[src/rtl/credit_pkg.sv]
// Shared types and defaults for the credit-based FIFO transmitter.
package credit_pkg;
    typedef enum logic [1:0] {
        SK_EMPTY = 2'd0,
        SK_ONE   = 2'd1,
        SK_TWO   = 2'd2
    } skid_state_t;

    localparam int CREDITS_DEFAULT = 8;
endpackage

[src/rtl/credit_skid2.sv]
// Two-entry skid buffer; buf0 is always the head word.
// state    | meaning
// SK_EMPTY | no words held
// SK_ONE   | head word in buf0
// SK_TWO   | head in buf0, next word in buf1, not ready
module credit_skid2
    import credit_pkg::*;
#(
    parameter int WIDTH = 8
) (
    input  logic             clk,
    input  logic             reset_n,
    input  logic [WIDTH-1:0] in_data,
    input  logic             in_valid,
    output logic             in_ready,
    output logic [WIDTH-1:0] head,
    output logic             head_valid,
    input  logic             pop
);
    skid_state_t      state, state_nxt;
    logic [WIDTH-1:0] buf0, buf1;
    logic             rdy_en;
    logic             accept;

    assign accept = in_valid & in_ready;
    assign head   = buf0;

    always_ff @(posedge clk or negedge reset_n) begin
        if (!reset_n) begin
            state  <= SK_EMPTY;
            rdy_en <= 1'b0;
        end else begin
            state  <= state_nxt;
            rdy_en <= 1'b1;
        end
    end

    always_comb begin
        state_nxt = state;
        case (state)
            SK_EMPTY: if (accept) state_nxt = SK_ONE;
            SK_ONE: begin
                if (accept && !pop)      state_nxt = SK_TWO;
                else if (pop && !accept) state_nxt = SK_EMPTY;
            end
            SK_TWO:   if (pop) state_nxt = SK_ONE;
            default:  state_nxt = SK_EMPTY;
        endcase
    end

    // ready is held low until the first edge after reset release
    always_comb begin
        in_ready   = rdy_en && (state != SK_TWO);
        head_valid = (state != SK_EMPTY);
    end

    always_ff @(posedge clk or negedge reset_n) begin
        if (!reset_n) begin
            buf0 <= '0;
            buf1 <= '0;
        end else begin
            case (state)
                SK_EMPTY: if (accept) buf0 <= in_data;
                SK_ONE: begin
                    if (accept && pop) buf0 <= in_data;
                    else if (accept)   buf1 <= in_data;
                end
                SK_TWO:   if (pop) buf0 <= buf1;
                default: ;
            endcase
        end
    end
endmodule

[src/rtl/credit_tx_w8.sv]
// Credit-gated transmitter feeding the downstream FIFO write port.
module credit_tx_w8
    import credit_pkg::*;
#(
    parameter  int WIDTH   = 8,
    parameter  int CREDITS = CREDITS_DEFAULT,
    localparam int CNT_W   = $clog2(CREDITS + 1)
) (
    input  logic             clk,
    input  logic             reset_n,
    input  logic [WIDTH-1:0] s_data,
    input  logic             s_valid,
    output logic             s_ready,
    output logic [WIDTH-1:0] tx_data,
    output logic             tx_we,
    input  logic             credit_ret,
    output logic [CNT_W-1:0] credit_cnt,
    output logic             credit_zero,
    output logic             overflow_err
);
    logic [WIDTH-1:0] head;
    logic             head_valid;
    logic             send;

    assign send        = head_valid && (credit_cnt != '0);
    assign credit_zero = (credit_cnt == '0);

    credit_skid2 #(.WIDTH(WIDTH)) u_skid (
        .clk        (clk),
        .reset_n    (reset_n),
        .in_data    (s_data),
        .in_valid   (s_valid),
        .in_ready   (s_ready),
        .head       (head),
        .head_valid (head_valid),
        .pop        (send)
    );

    always_ff @(posedge clk or negedge reset_n) begin
        if (!reset_n) begin
            tx_we        <= 1'b0;
            tx_data      <= '0;
            credit_cnt   <= CNT_W'(CREDITS);
            overflow_err <= 1'b0;
        end else begin
            tx_we <= send;
            if (send) tx_data <= head;
            // a return while already full saturates and flags the protocol error
            case ({send, credit_ret})
                2'b10: credit_cnt <= credit_cnt - CNT_W'(1);
                2'b01: begin
                    if (credit_cnt == CNT_W'(CREDITS)) overflow_err <= 1'b1;
                    else                               credit_cnt   <= credit_cnt + CNT_W'(1);
                end
                default: ;
            endcase
        end
    end
endmodule

[config.mk]
export PLATFORM = sky130hd
export DESIGN_NAME = credit_tx_w8
export DESIGN_NICKNAME = d
export VERILOG_FILES = /design/src/rtl/credit_pkg.sv /design/src/rtl/credit_skid2.sv /design/src/rtl/credit_tx_w8.sv
export SDC_FILE = /design/constraint.sdc
export NUM_CORES = 1
export LEC_CHECK = 0
export ABC_AREA = 1
export BUFFER_PORTS_ARGS = -buffer_cell sky130_fd_sc_hd__buf_2
export CAP_MARGIN = 40
export CORE_ASPECT_RATIO = 0.75
export CORE_MARGIN = 4
export CORE_UTILIZATION = 40
export CTS_BUF_LIST = sky130_fd_sc_hd__clkbuf_4 sky130_fd_sc_hd__clkbuf_8 sky130_fd_sc_hd__clkbuf_16
export CTS_CLUSTER_DIAMETER = 60
export DETAILED_ROUTE_END_ITERATION = 16
export SYNTH_ARGS = -nofsm -noshare
export SYNTH_HDL_FRONTEND = slang
export SYNTH_SLANG_ARGS = --single-unit
[constraint.sdc]
create_clock -name clk -period 1.8 [get_ports clk]
set_input_delay 0.27 -clock clk [delete_from_list [all_inputs] [get_ports clk]]
set_output_delay 0.27 -clock clk [all_outputs]
set_load 0.005 [all_outputs]
# Word-level counts from Yosys, hierarchy flattened
# Cells that the tools add are included.
# W data, S select, Z words.
[totals] ff_bits=33 latchBits=0 ram_bits=0 rom_bits=0 in_bits=12 output_inout_bits=16 mem_count=0
[op_classes] add_sub_neg=2 multipliers=0 div_mod_pow=0 n_lt_le_gt_ge=0 n_eq_ne=11 shift=0 mux=11 n_bitwise=2 n_reduce_logical=18
[op_table] operator="$mux W8" count=3
[op_table] operator="$pmux W8 S3" count=1
[op_table] operator="$mux W2" count=4
[op_table] operator="$pmux W4 S2" count=1
[op_table] operator="$ne A2 B2 Y1 const B" count=3
[op_table] operator="$pmux W2 S3" count=1
[op_table] operator="$reduce_and A3 Y1" count=2
[op_table] operator="$logic_and A1 B1 Y1" count=5
[op_table] operator="$add A4 B1 Y4 const B" count=1
[op_table] operator="$eq A2 B1 Y1 const B" count=2
[op_table] operator="$eq A2 B2 Y1 const B" count=2
[op_table] operator="$eq A4 B4 Y1 const B" count=1
[op_table] operator="$logic_not A4 Y1" count=1
[op_table] operator="$mux W4" count=1
[op_table] operator="$ne A2 B1 Y1 const B" count=2
[op_table] operator="$reduce_and A2 Y1" count=2
[op_table] operator="$reduce_and A4 Y1" count=1
[op_table] operator="$reduce_bool A2 Y1" count=2
[op_table] operator="$reduce_bool A4 Y1" count=1
[op_table] operator="$sub A4 B1 Y4 const B" count=1
[op_table] operator="$ne A3 B1 Y1 const B" count=1
[op_table] operator="$reduce_bool A3 Y1" count=1
[op_table] operator="$logic_not A1 Y1" count=2
[op_table] operator="$logic_not A2 Y1" count=1
[op_table] operator="other kinds (2)" count=2

# Logic depth before layout (Yosys ltp)
[depth] depth_word=8 mapped_depth=13 mapped_depth_nobuf=13

# Hierarchy
# A second synthesis with hierarchy kept.
[unflattened] hier_cells=184 hier_area_um2=1711.6
[by_module_without_submodules] module="credit_skid2" instances=1 cells_per_inst=104 area_each_um2=983.4
[by_module_without_submodules] module="credit_tx_w8" instances=1 cells_per_inst=80 area_each_um2=728.2

# Least setup slack after synthesis
# OpenSTA, ideal clock, no wires.
[synth_timing] path_type="register to register" start="reg credit_cnt[0]" end="reg credit_cnt[3]" setup_time_ns=0.076 arrival_time_ns=1.725 t_required_ns=1.724 setup_slack_ns=-0.001 path_stages_with_launch=14 path_buffers=0 cell_sequence="dfrtp_1 > nor2_2 > nand2_2 > nand2_1 > nand2_1 > ha_1 > nand2_1 > nand2_1 > nor2_1 > inv_1 > nand2_1 > nand3_1 > nand2_1 > nand2_1"
[synth_via] elab_chain_cells=5 elab_cells_between_ends=12 cone_classes="2 x add/sub; 4 x eq/ne; 2 x mux; 4 x reduce/logical"
[synth_lines] element="start, declared" line="credit_tx_w8.sv:17" text="output logic [CNT_W-1:0] credit_cnt,"
[synth_lines] element="start signal, assigned" line="credit_tx_w8.sv:43" text="credit_cnt <= CNT_W'(CREDITS);"
[synth_lines] element="start signal, assigned" line="credit_tx_w8.sv:50" text="2'b10: credit_cnt <= credit_cnt - CNT_W'(1);"
[synth_lines] element="start signal, assigned" line="credit_tx_w8.sv:53" text="else credit_cnt <= credit_cnt + CNT_W'(1);"
[synth_lines] element="parallel branches: the longest is 5 deep, another holds $add A4 B1 Y4"
# Parallel ways; which one is timed is not known. The select of a mux whose other input is x is not followed.
# A chain may end at the register's enable or synchronous reset.

# Worst setup path in the final report
[layout_timing] start="reg credit_cnt[3]" end="reg credit_cnt[3]"
# The elaborated chain is that of the path after synthesis.

==> flow_summary.yaml <==
routing:
  dr.pass1.iters: 4
  routed_via_density: 4.49
  drtIter0Drc: 59
  postRouteAntennaNets: 0
  vias: 1209
  drt_wl_total_mm: 3.05
  drc: 0
  wl_per_cell_um: 11.3
layout:
  nFillCells: 355
  fin_nets: 231
  n_antenna_cell: 0
  area_growth_pct: 25.2
  final_util: 0.527
  drive_gt1_frac: 0.364
place:
  place_ws_ns: -0.0355
  hpwlAfterDp_mm: 2.19
  gp_congestion: 0.877
  io_buffers: 27
logic_synthesis:
  synth_area_um2: 1560
  ys_seq_area_frac: 0.530
  synth_top_family_by_area: "simple AND/OR/NAND/NOR gates"
  synth.ff_latch_count: 33
  synth_warnings: 0
  syn_inst: 174
  synthMuxAreaShare: 0
  synthAdderAreaFrac: 0.0288
  synth.net_count: 189
  synth_area_per_cell_um2: 8.97
  synth_xor_area_frac: 0.0112
  synth_compound_area_frac: 0.110
  ys_types: 26
  yosys.area_share.simple: 0.250
pwr:
  cellLeakagePower_nw: 1.05
  switching_share: 0.367
  peakVddDrop_mv: 0.570
  combPwrFrac: 0.414
  p_int_w: 0.00190
  power_switching_w: 0.00110
  powerDensity_nw_per_um2: 1530
  seqPwrFrac: 0.402
  power_frac_clock: 0.184
worst_setup_path:
  worstPathRequired_ns: 2.02
  worstPathArrival_ns: 1.94
  crit_slowest_cell: "dfstp_2"
  endpoint_kind: "register"
  crit_path_frequent_cell: "nand2_1"
  cp_max_fo: 5
  startpoint_type: "register"
  worstPathCellList: "nor2_2 -> nand2_2 -> nand2_2 -> nand2_4 -> ha_4 -> nand2_1 -> nand2_1 -> nor2_1 -> inv_1 -> nand2_2 -> nand3_1 -> nand2_1 -> nand2_1"
  slowest_delay_ns: 0.55
  criticalPathCategory: "reg2reg"
timing:
  hold_violations: 0
  period_share: 0.955
  setup_tns_ns: 0
  tightest_slew_ns: 0.724
  skew_ns: 0.00616
  setup_ws_ns: 0.0812
  setup_viol: 0
  max_freq_mhz: 582
  maxSlewViolCount: 0
  min_period_ns: 1.72
  slew_headroom: 0.517
grt:
  grt.overflow.total: 0
  grt_pass1_wl_mm: 5.11
  grt_max_degree: 34
  antenna_found_initial: 0
  track_usage: 0.131
  grt_pass1_vias: 1135
clock_tree:
  htreeDepth: 2
  clk_pin_slew_ns: 0.07
  cts_tree: "done"
  ctsHoldBuffers: 0
  cts_root_buf: "clkbuf_8"
  clk_latency_ns: 0.28
  cts_buffers: 5
  clock-sinks: 33
  clockBufferDepth: 2
hold_path:
  hold_class: "in2async"
floorplanning:
  initial_core_util: 0.421
  die_area_um2: 4980
  dieWidth_um: 80.1
  dieHeight_um: 62.1
  pin_count: 28
  core_area_um2: 3710
  num_rows: 19
flow_run:
  drv_cap: 0
status:
  status: "finished clean"
==> state kept, by name (all words and copies together), names as in the netlist <==
| register | cells |
|---|---|
| tx_we | 1 |
| credit_cnt | 4 |
| overflow_err | 1 |
| u_skid.state | 2 |
| u_skid.buf1 | 8 |
| u_skid.rdy_en | 1 |
| tx_data | 8 |
| u_skid.head | 8 |
==> power by group through the flow <==
| stage | sequential (W) | combinational (W) | clock, W |
|---|---|---|---|
| after global routing | 0.00124 | 0.00140 | 0.000592 |
| after detailed placement | 0.00121 | 0.00109 | 0 |
| after global placement | 0.00119 | 0.00104 | 0 |
| after CTS | 0.00120 | 0.00112 | 0.000564 |
| after floorplan | 0.00123 | 0.000651 | 0 |
| final | 0.00121 | 0.00124 | 0.000550 |
==> critical path, delay by kind of cell (launching register included) <==
kind,cells,cell delay (ns)
and+or+nand+nor,11,0.82
adders and majority gates,1,0.22
DFF,1,0.55
buffers and inverters,1,0.06
==> routing by layer <==
layer | routed length, um | GRT usage | share of wire
met5 | 0 | 0 | 0
met4 | 27 | 0.0380 | 0.0088
met3 | 143 | 0.0405 | 0.047
met2 | 1420 | 0.197 | 0.46
met1 | 1470 | 0.181 | 0.48
==> cells by family after synthesis <==
family	count (synthesis)
xor gates and xnor gates	2
DFF	33
AOI/OAI and AO/OA	27
and+or+nand+nor	85
other	1
buffers and inverters	23
adders and majority gates	3
==> cells in the mapped netlist <==
master	number	area (um^2)
buf_4	1	7.51
buf_6	2	22.5
clkbuf_2	1	5.00
conb_1	1	3.75
dfrtp_1	32	801
dfstp_2	1	26.3
fa_1	1	20.0
ha_1	2	25.0
inv_1	16	60.1
inv_2	3	11.3
nand2_1	66	248
nand2_2	3	18.8
nand2_4	1	11.3
nand3_1	5	25.0
nand3_4	1	17.5
nand3b_1	1	7.51
nand4_1	1	6.26
nor2_1	3	11.3
nor2_2	1	6.26
nor2_4	2	22.5
nor3_4	1	16.3
o21ai_0	9	45.0
o21ai_1	8	40.0
o21ai_2	9	78.8
o21bai_1	1	7.51
xor2_1	2	17.5
==> layout make-up <==
class / count / area [um^2] / area share
Sequential cell: 33 / 830 / 0.424
Inverter: 19 / 71.3 / 0.0365
Timing Repair Buffer: 39 / 225 / 0.115
Multi-Input combinational cell: 118 / 678 / 0.347
Clock buffer: 6 / 76.3 / 0.0390
Clock inverter: 2 / 10.0 / 0.00512
Tap cell: 52 / 65.1 / 0.0333
==> through the flow <==
stage	total power, W	cell area [um^2]	hold WS [ns]	cells
floorplan	0.00188	1560	-0.0256	174
global placement	0.00224	1780	0.371	256
CTS	0.00289	1880	0.0659	264
global route	0.00324	1960	0.123	269
finish	0.00300	1960	0.0410	269
detailed placement	0.00230	1780	0.375	256
==> final timing paths <==
path / startpoint / to / slack (ns) / cells past startpoint
worst max register to register: credit_cnt[3] / credit_cnt[3] / 0.08 / 13
min in group clk: s_data[2] / u_skid.buf1[2] / 0.25 / 3
worst min-delay path: reset_n / overflow_err / 0.04 / 1
worst max-delay path: credit_cnt[3] / credit_cnt[3] / 0.08 / 13
max in group asynchronous: reset_n / credit_cnt[0] / 1.25 / 1
worst min register to register: u_skid.head[6] / tx_data[6] / 0.47 / 2
==> cells in the final DEF, fill, tap and decap left out <==
cell,instances
conb_1,1
nand2_4,2
nand3b_1,1
dfrtp_1,30
clkbuf_8,5
xor2_1,2
fa_1,1
buf_2,27
o21bai_1,1
nor2_1,2
dfrtp_2,2
nand3_4,1
clkinv_2,2
dfstp_2,1
nor3_4,1
inv_2,3
nor2_4,3
o21ai_1,8
ha_4,2
nand3_1,5
buf_4,12
clkbuf_4,1
inv_1,16
nand2_1,61
o21ai_2,9
nand4_1,1
o21ai_0,9
nor2_2,1
nand2_2,7
==> timing repair <==
action / in CTS / in global routing
buffers inserted: 0 / 5
setup endpoints to repair: 1 / 2
gates resized for setup: 2 / 9
gates cloned: 0 / 0
pin swaps: 0 / 7
(Power assumes the default switching activity.)
